==> src/rtl/instruction_fetch.sv <==
// instruction_fetch: IF stage with one outstanding imem request, stall skid and redirect/flush handling
module instruction_fetch #(
    parameter logic [31:0] RESET_PC  = 32'h0000_0000,
    parameter logic [31:0] NOP_INSTR = 32'h0000_0013
) (
    input  logic        clk,
    input  logic        reset_n,
    input  logic        if_stall_i,
    input  logic        if_flush_i,
    input  logic        branch_taken_i,
    input  logic [31:0] branch_target_i,
    output logic        imem_req_o,
    output logic [31:0] imem_addr_o,
    input  logic        imem_gnt_i,
    input  logic        imem_rvalid_i,
    input  logic [31:0] imem_rdata_i,
    output logic [31:0] PIP_instr_o,
    output logic [31:0] PIP_pc_o,
    output logic        PIP_valid_o
);
    localparam logic [1:0] FETCH = 2'd0, WAIT = 2'd1, HOLD = 2'd2, DISCARD = 2'd3;
    logic [1:0]  state;
    logic [31:0] pc_q, skid;
    assign imem_req_o  = reset_n && state == FETCH;
    assign imem_addr_o = pc_q;
    always_ff @(posedge clk) begin
        if (!reset_n) begin
            pc_q        <= RESET_PC;
            state       <= FETCH;
            skid        <= '0;
            PIP_instr_o <= NOP_INSTR;
            PIP_pc_o    <= '0;
            PIP_valid_o <= 1'b0;
        end else if (branch_taken_i) begin
            pc_q        <= branch_target_i & ~32'd3;
            skid        <= '0;
            PIP_instr_o <= NOP_INSTR;
            PIP_pc_o    <= '0;
            PIP_valid_o <= 1'b0;
            // a response still owed by memory must be swallowed before refetching
            state <= ((state == WAIT && !imem_rvalid_i) || (state == FETCH && imem_gnt_i)) ? DISCARD : FETCH;
        end else begin
            case (state)
                FETCH: if (imem_gnt_i) state <= WAIT;
                WAIT: if (imem_rvalid_i) begin
                    if (if_flush_i) state <= FETCH;
                    else if (!if_stall_i) begin
                        PIP_instr_o <= imem_rdata_i;
                        PIP_pc_o    <= pc_q;
                        PIP_valid_o <= 1'b1;
                        pc_q        <= pc_q + 32'd4;
                        state       <= FETCH;
                    end else begin
                        skid  <= imem_rdata_i;
                        state <= HOLD;
                    end
                end
                HOLD: if (if_flush_i) state <= FETCH;
                else if (!if_stall_i) begin
                    PIP_instr_o <= skid;
                    PIP_pc_o    <= pc_q;
                    PIP_valid_o <= 1'b1;
                    pc_q        <= pc_q + 32'd4;
                    state       <= FETCH;
                end
                default: if (imem_rvalid_i) state <= FETCH;
            endcase
            if (if_flush_i) begin
                PIP_instr_o <= NOP_INSTR;
                PIP_pc_o    <= '0;
                PIP_valid_o <= 1'b0;
            end
        end
    end
endmodule
==> config.mk <==
export PLATFORM = sky130hd
export DESIGN_NAME = instruction_fetch
export DESIGN_NICKNAME = d
export VERILOG_FILES = /design/src/rtl/instruction_fetch.sv
export SDC_FILE = /design/constraint.sdc
export NUM_CORES = 1
export LEC_CHECK = 0
export CAP_MARGIN = 40
export CORE_AREA = 4 4 88 152
export CTS_CLUSTER_DIAMETER = 120
export CTS_CLUSTER_SIZE = 40
export DETAILED_ROUTE_END_ITERATION = 8
export DIE_AREA = 0 0 92 156
export HOLD_SLACK_MARGIN = 0.02
export PLACE_DENSITY = 0.89
export SYNTH_ARGS = -nofsm -noshare
export SYNTH_HDL_FRONTEND = slang
export SYNTH_SLANG_ARGS = --single-unit
==> constraint.sdc <==
create_clock -name clk -period 2.44 [get_ports clk]
set_input_delay 0.488 -clock clk [delete_from_list [all_inputs] [get_ports clk]]
set_output_delay 0.488 -clock clk [all_outputs]
set_load 0.03 [all_outputs]
== Word-level counts from Yosys, hierarchy flattened ==
Cells that the tools add are included.
Word-level totals
  bits in registers: 131
  input port bits: 71
  output and inout bits: 98
  word-level logic and storage cells: 59
Operators by class
  add/subtract/negate cells: 1
  equal/unequal tests: 8
  multiplexer cells: 25
  bitwise logic cells: 2
  reductions and logical operators: 16
Operators by type and width (number)
  two-way mux 32 bit: 9
  case mux 32 bit (2 select lines): 3
  adder 32 x 3 -> 32 bit, second input constant: 1
  two-way mux 2 bit: 9
  AND reduction 4 bit: 3
  inequality test 2 bit, second input constant: 3
  inequality test 3 bit, second input constant: 2
  case mux 2 bit (3 select lines): 1
  inequality test 4 bit, second input constant: 1
  AND reduction 2 bit: 2
  nonzero test 4 bit: 1
  logical AND 1 bit: 3
  nonzero test 3 bit: 1
  OR reduction 3 bit: 1
  equality test 2 x 1 -> 1 bit, second input constant: 1
  equality test 2 bit, second input constant: 1
  zero test 2 bit: 1
  two-way mux 1 bit: 2
  inverter 1 bit: 2
  case mux 1 bit (2 select lines): 1
  nonzero test 2 bit: 1
  OR reduction 2 bit: 1
  zero test 1 bit: 1
  logical OR 1 bit: 1

== Logic depth before layout (Yosys ltp) ==
  depth after elaboration: 6
  gate-level depth with buffers: 8
  gate-level depth less buffers: 6

== Least setup slack after synthesis ==
No wires, ideal clock.
  path type: register to register
  start: reg pc_q[2] (netlist: imem_addr_o[2])
  end: reg pc_q[16] (netlist: imem_addr_o[16])
  setup time: 0.074 ns
  data arrival time: 1.804 ns
  required time: 2.366 ns
  setup slack: 0.562 ns
  stages on the path, launching flop included: 7
  buffers on the path: 1
  clock period less this slack: 1.878 ns
  cells stage by stage: dfxtp_1 > ha_1 > nor3b_2 > nand3_1 > buf_2 > or3_1 > a31oi_1
Between the ends
  cells in the longest elaborated chain, start to end: 6
RTL lines
  start, declared: line 23  | logic [31:0] pc_q, skid;
  start signal, assigned: line 35  | pc_q <= branch_target_i & ~32'd3;
  start signal, assigned: line 51  | pc_q <= pc_q + 32'd4;
  start signal, assigned: line 63  | pc_q <= pc_q + 32'd4;
  adder 32 x 3 -> 32 bit *: line 51, 63
  two-way mux 32 bit *: line 47, 59
  two-way mux 32 bit *: line 46  | if (if_flush_i) state <= FETCH;
  two-way mux 32 bit: line 45  | WAIT: if (imem_rvalid_i) begin
  case mux 32 bit (2 select lines) *: line 43  | case (state)
  two-way mux 32 bit *: line 34  | end else if (branch_taken_i) begin
Every way passes the cells marked *; elsewhere a longest branch is shown, timed or not. The select of a mux whose other input is x is not followed.
A chain may end at the register's enable or synchronous reset.

== Worst setup path in the final report ==
  start: reg state[1]
  end: reg pc_q[20] (netlist: imem_addr_o[20])
Between the ends
  cells in the longest elaborated chain, start to end: 3
  elaborated cells on any way between the ends: 7
  those cells by class: 3 x eq/ne; 2 x mux; 2 x reduce/logical
RTL lines
  start, declared: line 22  | logic [1:0] state;
  start signal, assigned: line 41  | state <= ((state == WAIT && !imem_rvalid_i) || (state == FETCH && imem_gnt_i)) ? DISCARD : FETCH;
  equality test 2 bit / equality test 2 x 1 -> 1 bit (equally long branches): line 43
  case mux 32 bit (2 select lines) (tied with other cells): line 43
  two-way mux 32 bit / AND reduction 2 bit (equally long branches)
Several ways; a longest one is shown, not always the timed one.

==> impl_metrics.ini <==
[logic_synthesis]
synth_cells = 673
syn_area_sq_um = 5600
yosysMostFrequentCell = nand2_1
yosys.area.top_type_share = 0.454
yosysSeqAreaShare = 0.454
ys.flop_type = dfxtp_1
async_flop_share = 0
synth_edf_count = 0
syn_avg_cell_area_sq_um = 8.32
post_synth_num_cell_types = 54
yosysWarnings = 0
synth_common_cells = nand2_1 (142), dfxtp_1 (127), a21oi_1 (71), nor2_1 (44), mux2i_1 (36)
yosysTopAreaCell = dfxtp_1
ys_seq_elements = 127
netlist_top_cells_area = dfxtp_1 (45%), nand2_1 (9.5%), mux2i_1 (6.4%)

[die]
core_sq_um = 12100
die_w_microns = 92
dieArea_sq_um = 14400
num_rows = 53
start_util = 0.464
num_io_pins = 169
dieHeight_microns = 156

[run_status]
status = complete, no violations

[clock_tree]
insertion_delay_ns = 0.40
cts_buffers = 17
clkSlewWorstSetupHoldPaths_ns = 0.06
postCtsSetupBuffers = 0
cts_tree = done
cts_max_level = 4
cts-resized-gates = 0
clockBufferDepth = 2
postCtsHoldBufs = 0
cts_sinks = 127
clk_root_buffer_cell = clkbuf_16

[power]
peakVddDrop_v = 0.000515
p_per_area_nw_per_um2 = 689
power_mw = 5.55
p_leak_nw = 2.72

[route]
dr.pass1.iters = 5
via_per_inst = 5.45
drt-initial-drc-count = 249
drtAntennaViolNets = 0
finalWirelength_microns = 16400
wire_per_inst_microns = 16.3
num_vias = 5496
drc_errors = 0

[setup_path]
cp_max_fo = 10
max_stage_delay_ns = 0.56
crit_type = flop to flop
crit_chain = inv_1, ha_1, mux2_2, nand3_1, or4_1, a31oi_1
cp-start-kind = flop
worstPathArrival_ns = 2.50
required_ns = 2.77
endpoint_kind = flop
cp_slowest_cell = or4_1

[finish]
layout-drive-gt1-share = 0.0866
syn_to_final_growth_pct = 43.9
final_nets = 905
stdcell_count = 1009

[place]
numPortBuffers = 162
post-place-ws_ns = 0.0788
hpwl_microns = 11800
dp_cells = 976
routabilityCongestion = 0.866

[timing]
max_freq_ghz = 0.460
fin_crit_sh = 0.890
finalHoldViolations = 0
setup_tns_ns = 0
setup_ws_ns = 0.268
worst_pin_slew_ns = 0.513
maxSlewViolCount = 0
skew_ns = 0.00592
grt_setup_unrepaired = false
slew_headroom = 0.655
layout_min_cycle_time_ns = 2.17
final-setup-viol-count = 0

[run]
drv_cap = 0

[global_routing]
grt_usage = 0.225
grt_pass1_vias = 5316
overflow = 0
grt_max_degree = 61
antenna_found_initial = 1
grt_pass1_wl_microns = 25900

[hold_path]
min_path_type = flop to flop
kinds of logic after synthesis:
logic type / share of synthesized area
compound gates: 0.178
xor+xnor: 0.0157
fa+ha+maj: 0.00894
buf+inv: 0.0494
flops: 0.454
mux: 0.0664
other cells: 0.000670
simple gates: 0.226
metal layers:
metal,track usage,share of wire,up-vias
met4,0.108,0.031,0
met2,0.422,0.54,178
met3,0.0541,0.058,32
met5,0,0,-
li1,-,-,2695
met1,0.231,0.37,2591
layout make-up:
cell class	instances	area (sq um)
Fill cell	958	4020
Multi-Input combinational cell	485	2800
Sequential cell	127	2540
Tap cell	165	206
Inverter	10	37.5
Clock inverter	9	131
Clock buffer	23	488
Antenna cell	1	2.50
Timing Repair Buffer	189	1850
critical path: cells and delay by family (launching register included):
kind,cells,cell delay [ns]
simple gates,2,0.85
mux,1,0.36
flops,1,0.36
compound gates,1,0.19
buf+inv,1,0.08
fa+ha+maj,1,0.25
final timing paths:
check                           slack [ns]         endpoint  depth (start not counted)    startpoint
worst max register to register        0.27  imem_addr_o[20]                          6      state[1]
worst min register to register        0.45     PIP_pc_o[30]                          2  PIP_pc_o[30]
worst max-delay path                  0.27  imem_addr_o[20]                          6      state[1]
worst min-delay path                  0.45     PIP_pc_o[30]                          2  PIP_pc_o[30]
report_power, final:
part	internal (mW)	switching (mW)
clock	1.71	0.906
combinational	0.324	0.401
sequential	2.13	0.0733
placed cells by master, fill, tap and decap left out, types with 4 or more instances in the layout:
cell type        instances
clkbuf_8                 4
or3_1                    7
a31oi_1                 11
o21ai_0                 27
a311oi_1                 6
buf_4                   26
a21oi_1                 71
clkdlybuf4s50_1        161
clkbuf_16               17
nor2_1                  43
nand4_1                 12
xor2_1                   9
nand3_1                 16
conb_1                   4
mux2i_1                 36
inv_1                    9
or4_1                    5
a211oi_1                34
o31ai_1                  6
and3_1                   4
nand2_1                142
dfxtp_1                127
metrics by stage:
| stage | hold slack [ns] | cell area, sq um | util |
|---|---|---|---|
| CTS | 0.454 | 8050 | 0.667 |
| finish | 0.450 | 8050 | 0.667 |
| floorplan | 0.436 | 5610 | - |
| global placement | 0.440 | 7430 | 0.616 |
| detailed placement | 0.446 | 7430 | 0.616 |
| global route | 0.469 | 8050 | 0.667 |
sequential cells by signal, indices dropped and copies added (netlist names):
register and cells:
state 2, PIP_valid_o 1, imem_addr_o 30, PIP_instr_o 32, PIP_pc_o 30, skid 32
(Power assumes the default switching activity.)
